`config.mk`:
```
export PLATFORM = sky130hd
export DESIGN_NAME = mem_axil_master
export DESIGN_NICKNAME = d
export VERILOG_FILES = /design/src/rtl/mem_axil_master_pkg.sv /design/src/rtl/mem_axil_master.sv
export SDC_FILE = /design/constraint.sdc
export NUM_CORES = 1
export LEC_CHECK = 0
export ABC_AREA = 1
export CORE_UTILIZATION = 30
export DETAILED_ROUTE_END_ITERATION = 10
export PLACE_DENSITY_LB_ADDON = 0.05
export SETUP_SLACK_MARGIN = 0.15
export SLEW_MARGIN = 20
export SYNTH_ARGS = -nofsm -noshare
export SYNTH_HDL_FRONTEND = slang
export SYNTH_SLANG_ARGS = --single-unit
export TNS_END_PERCENT = 1
```
`constraint.sdc`:
```
create_clock -name clk -period 1.3 [get_ports clk]
set_input_delay 0.325 -clock clk [delete_from_list [all_inputs] [get_ports clk]]
set_output_delay 0.325 -clock clk [all_outputs]
set_load 0.02 [all_outputs]
```
`src/rtl/mem_axil_master_pkg.sv`:
```
// Shared FSM state encoding and AXI response codes for the mem_stage AXI4-Lite master.
package mem_axil_master_pkg;

    typedef enum logic [2:0] {
        ST_IDLE,
        ST_WR,
        ST_WR_RESP,
        ST_RD_ADDR,
        ST_RD_DATA,
        ST_DONE
    } state_e;

    localparam logic [1:0] AXI_RESP_OKAY   = 2'b00;
    localparam logic [1:0] AXI_RESP_EXOKAY = 2'b01;
    localparam logic [1:0] AXI_RESP_SLVERR = 2'b10;
    localparam logic [1:0] AXI_RESP_DECERR = 2'b11;

    // EXOKAY has no meaning on AXI4-Lite, so anything but OKAY is reported as an error.
    function automatic logic resp_is_err(input logic [1:0] resp);
        case (resp)
            AXI_RESP_OKAY:                                     return 1'b0;
            AXI_RESP_EXOKAY, AXI_RESP_SLVERR, AXI_RESP_DECERR: return 1'b1;
        endcase
    endfunction

endpackage

```
`src/rtl/mem_axil_master.sv`:
```
// One AXI4-Lite transaction per mem_stage load/store; stalls the pipeline until done.
// Optional build macro AXIL_POSTED_WRITE_EN: writes finish at AW/W acceptance, B tracked by b_pending.
module mem_axil_master
    import mem_axil_master_pkg::*;
#(
    parameter int ADDR_WIDTH       = 32,
    parameter bit BUSY_ON_IDLE_REQ = 1'b1
) (
    input  logic                  clk,
    input  logic                  rst,
    input  logic                  req_read,
    input  logic                  req_write,
    input  logic [ADDR_WIDTH-1:0] req_addr,
    input  logic [31:0]           req_wdata,
    input  logic [3:0]            req_wstrb,
    output logic                  stall,
    output logic [31:0]           rsp_rdata,
    output logic                  rsp_error,
    output logic [ADDR_WIDTH-1:0] m_awaddr,
    output logic                  m_awvalid,
    input  logic                  m_awready,
    output logic [31:0]           m_wdata,
    output logic [3:0]            m_wstrb,
    output logic                  m_wvalid,
    input  logic                  m_wready,
    input  logic [1:0]            m_bresp,
    input  logic                  m_bvalid,
    output logic                  m_bready,
    output logic [ADDR_WIDTH-1:0] m_araddr,
    output logic                  m_arvalid,
    input  logic                  m_arready,
    input  logic [31:0]           m_rdata,
    input  logic [1:0]            m_rresp,
    input  logic                  m_rvalid,
    output logic                  m_rready
);

    state_e                state_q, state_d;
    logic [ADDR_WIDTH-1:0] addr_q, addr_d;
    logic [31:0]           wdata_q, wdata_d;
    logic [3:0]            wstrb_q, wstrb_d;
    logic                  aw_done_q, aw_done_d;
    logic                  w_done_q, w_done_d;
    logic                  awvalid_q, awvalid_d;
    logic                  wvalid_q, wvalid_d;
    logic                  arvalid_q, arvalid_d;
    logic                  err_q, err_d;
    logic [31:0]           rdata_q, rdata_d;
    logic                  b_wait;
    logic                  req_any;

`ifdef AXIL_POSTED_WRITE_EN
    logic                  b_pending_q, b_pending_d;
    assign b_wait = b_pending_q;
`else
    assign b_wait = 1'b0;
`endif

    assign req_any = req_read | req_write;

    // Valids are driven from flops that are only set while already in the issuing
    // state, so they never follow a ready input combinationally.
    always_comb begin
        state_d   = state_q;
        addr_d    = addr_q;
        wdata_d   = wdata_q;
        wstrb_d   = wstrb_q;
        aw_done_d = aw_done_q | (awvalid_q & m_awready);
        w_done_d  = w_done_q | (wvalid_q & m_wready);
        awvalid_d = 1'b0;
        wvalid_d  = 1'b0;
        arvalid_d = 1'b0;
        err_d     = err_q;
        rdata_d   = rdata_q;
`ifdef AXIL_POSTED_WRITE_EN
        b_pending_d = b_pending_q & ~m_bvalid;
`endif
        case (state_q)
            ST_IDLE: begin
                err_d = 1'b0;
                if (!b_wait && req_any) begin
                    addr_d  = req_addr;
                    wdata_d = req_wdata;
                    wstrb_d = req_wstrb;
                    state_d = req_write ? ST_WR : ST_RD_ADDR;
                end
            end
            ST_WR: begin
                awvalid_d = ~aw_done_d;
                wvalid_d  = ~w_done_d;
                if (aw_done_d && w_done_d) begin
`ifdef AXIL_POSTED_WRITE_EN
                    state_d     = ST_DONE;
                    b_pending_d = 1'b1;
`else
                    state_d = ST_WR_RESP;
`endif
                end
            end
            ST_WR_RESP: begin
                if (m_bvalid) begin
                    err_d   = resp_is_err(m_bresp);
                    state_d = ST_DONE;
                end
            end
            ST_RD_ADDR: begin
                arvalid_d = ~(arvalid_q & m_arready);
                if (arvalid_q && m_arready) state_d = ST_RD_DATA;
            end
            ST_RD_DATA: begin
                if (m_rvalid) begin
                    rdata_d = m_rdata;
                    err_d   = resp_is_err(m_rresp);
                    state_d = ST_DONE;
                end
            end
            ST_DONE: begin
                state_d   = ST_IDLE;
                aw_done_d = 1'b0;
                w_done_d  = 1'b0;
            end
            default: state_d = ST_IDLE;
        endcase
    end

    always_ff @(posedge clk) begin
        if (rst) begin
            state_q   <= ST_IDLE;
            addr_q    <= '0;
            wdata_q   <= '0;
            wstrb_q   <= '0;
            aw_done_q <= 1'b0;
            w_done_q  <= 1'b0;
            awvalid_q <= 1'b0;
            wvalid_q  <= 1'b0;
            arvalid_q <= 1'b0;
            err_q     <= 1'b0;
            rdata_q   <= '0;
        end else begin
            state_q   <= state_d;
            addr_q    <= addr_d;
            wdata_q   <= wdata_d;
            wstrb_q   <= wstrb_d;
            aw_done_q <= aw_done_d;
            w_done_q  <= w_done_d;
            awvalid_q <= awvalid_d;
            wvalid_q  <= wvalid_d;
            arvalid_q <= arvalid_d;
            err_q     <= err_d;
            rdata_q   <= rdata_d;
        end
    end

`ifdef AXIL_POSTED_WRITE_EN
    always_ff @(posedge clk) begin
        if (rst) b_pending_q <= 1'b0;
        else     b_pending_q <= b_pending_d;
    end
`endif

    always_comb begin
        case (state_q)
            ST_IDLE: stall = req_any & (BUSY_ON_IDLE_REQ | b_wait);
            ST_DONE: stall = 1'b0;
            default: stall = 1'b1;
        endcase
    end

    assign rsp_error = (state_q == ST_DONE && err_q)
                     | (b_wait & m_bvalid & resp_is_err(m_bresp));
    assign rsp_rdata = rdata_q;
    assign m_awaddr  = addr_q;
    assign m_araddr  = addr_q;
    assign m_wdata   = wdata_q;
    assign m_wstrb   = wstrb_q;
    assign m_awvalid = awvalid_q;
    assign m_wvalid  = wvalid_q;
    assign m_arvalid = arvalid_q;
    assign m_bready  = (state_q == ST_WR_RESP) | b_wait;
    assign m_rready  = (state_q == ST_RD_DATA);

endmodule

```
==> metrics.txt <==
Fin Clk Skew=0.00604 ns; CTS root buf=clkbuf_16; Post-Syn Instances=544; fin crit share=123%; sequential cell area=2190 um2; Tightest Pin Transition=0.438 ns; Max FO, Critical Path=2; area of the multi-input gates=1510 um2; Port-buffer cells=251; Final Wtd Congestion=0.835; warning count from the yosys run=0; R2R cell count=8; fin cells=967; crit start category=flip-flop; die area=14,800 um2; Sink Count=109; clk_lat worst skew=0.34 ns; Synth async-reset ratio=0%; Mapped Nets=657; CTS Buf Count=9; Final Power=14.7 mW; H-tree depth reported by CTS=3; Worst Setup End Kind=primary output; routed vias/inst=4.53; share of the synthesized area in the top cell type=50.9%; Rel. slew slack=70.8%; Layout Nets=895; n_diodes=0; initial antenna violation count=0; top-count cell post-synth=dfxtp_1; fin worst setup slack=-0.301 ns; Cell variety after synth=19; global-route wire length before repair=20.1 mm; DR WL/cell=14.3 um; r2r setup slk=-0.28 ns; pin count of the biggest net entering global routing=64; Hold Fails Final Rpt=0; layout cells sized above 1=31.0%; vias in the first global route=4,154; detailed-route via count=4,382; Placed Instances=934; Avg Inst Size Synth=7.88 um2; Top FF cell, synth=dfxtp_1; core area=13,900 um2; Synth top cells by count=dfxtp_1, a21oi_1, inv_1; fmax=624 MHz; GRT Residual Overflow=0; leakage power=3.11 nW; I/O Pins=252; CTS clk-pin slew, worst paths=0.07 ns; Critical Path RT=0.98 ns; Routed Wire Length=13.8 mm; GRT Total Usage=17.4%; register area share after synthesis=50.9%; Starting DRT DRC Count=154; Final Max Tran Viols=0; FF-to-FF End=m_araddr[9]; Vert. Die Dim=122 um; Setup-failing EPs final=108; WS Path Type=reg -> out; Initial Util=30.9%; Syn-to-layout area delta=72.3%; Hold Crit Class=reg -> reg; RSZ-0062 raised after global routing=yes; CTS tree=yes; mapped cell area=4290 um2; Core Rows=43; MaxCap Viol Count=0; cts hold-fix bufs=0; status=finished with violations; synthesized flop and latch total=109; worst r2r src=state_q[0]; fin crit period=1.60 ns; Fillers=1,345; die width=122 um; CP startpoint=state_q[2]; Synth area leader=dfxtp_1; setup TNS=-23.12 ns; # DRC=0; top post-synthesis cells by area=dfxtp_1, a21oi_1, o21ai_0; Final ANT Viol Nets=0; Worst Path Arrival=1.28 ns; CTS Buffer Depth=2; HPWL after detailed placement=9.33 mm; hold depth=2; Worst Setup EP=stall; router iterations before antenna repair=7; peak supply drop=767 uV; Post-synth EDFFs=0; failing checks=negative setup slack; P per Cell Area=1990 nW/um2
==> metrics by stage <==
stage	cell area [um2]	worst slack [ns]	hold slack (ns)	util, %
2_1_floorplan	4330	-0.00846	0.429	-
3_3_place_gp	6870	-0.666	0.430	49.5
3_5_place_dp	6870	-0.667	0.435	49.5
4_1_cts	6970	-0.316	0.455	50.2
5_1_grt	7380	-0.398	0.477	53.2
6_report	7380	-0.301	0.451	53.2
==> cell type report <==
cell class,instances,share of cell area [%]
sequential,109,29.7
tap,180,3.05
timing repair buffer,295,38.8
clock buffer,11,3.15
inverter,80,4.07
clock inverter,5,0.831
multi-input combinational,287,20.5
==> logic make-up after synthesis <==
logic type / count (synthesis) / synth area share, %
AND/OR/NAND/NOR: 107 / 11.0
buffers and inverters: 148 / 17.0
flip-flops: 109 / 50.9
AO/OA/AOI/OAI: 180 / 21.1
==> flip-flops by register name, summed over array words and instances (netlist names), 3 cells and up <==
register,count
m_araddr,32
m_wdata,32
m_wstrb,4
rsp_rdata,32
state_q,3
==> worst max-delay path, stage by stage, from the launching register on <==
cell and delay [ns]:
dfxtp_2 0.34, inv_2 0.04, nor3_2 0.22, buf_4 0.14
a31oi_1 0.03, buf_2 0.16
==> metal layers <==
metal / routed length [um] / global-route usage, %
met5: 0 / 0
met1: 5480 / 20.1
met3: 1010 / 5.17
met4: 177 / 6.94
met2: 7120 / 30.0
==> power by group <==
| group | leakage (nW) | switching, mW | internal, mW |
|---|---|---|---|
| Clock | 0.132 | 1.21 | 1.50 |
| Combinational | 2.08 | 3.89 | 3.25 |
| Sequential | 0.898 | 0.620 | 4.26 |
==> layout by cell type, fill, tap and decap left out, drive strengths merged <==
master / netlist / final
or2: 1 / 1
o21ai: 71 / 71
a21oi: 107 / 107
clkinv: 0 / 1
dfxtp: 109 / 109
inv: 80 / 80
nand2: 51 / 51
nor3: 1 / 1
nand3b: 1 / 1
and2: 1 / 1
nor2: 13 / 13
clkdlybuf4s50: 0 / 112
nand3: 39 / 39
clkinvlp: 0 / 3
bufinv: 0 / 1
buf: 45 / 180
clkbuf: 23 / 14
a31oi: 2 / 2
==> what timing repair did <==
item                       CTS  global route
buffers inserted             1            13
pin swaps                    2             3
cloned                       0             3
resized for setup          731            86
setup endpoints to repair  245           244
==> how the worst min path moves through the flow <==
stage	startpoint	endpoint	slack, ns
5_1_grt	m_wdata[20]	m_wdata[20]	0.48
6_report	m_wdata[2]	m_wdata[2]	0.45
2_1_floorplan	aw_done_q	aw_done_q	0.43
4_1_cts	m_wdata[2]	m_wdata[2]	0.46
3_3_place_gp	m_wdata[26]	m_wdata[26]	0.43
3_5_place_dp	m_wdata[22]	m_wdata[22]	0.43
Note: power is estimated with default switching activity, not from simulation.
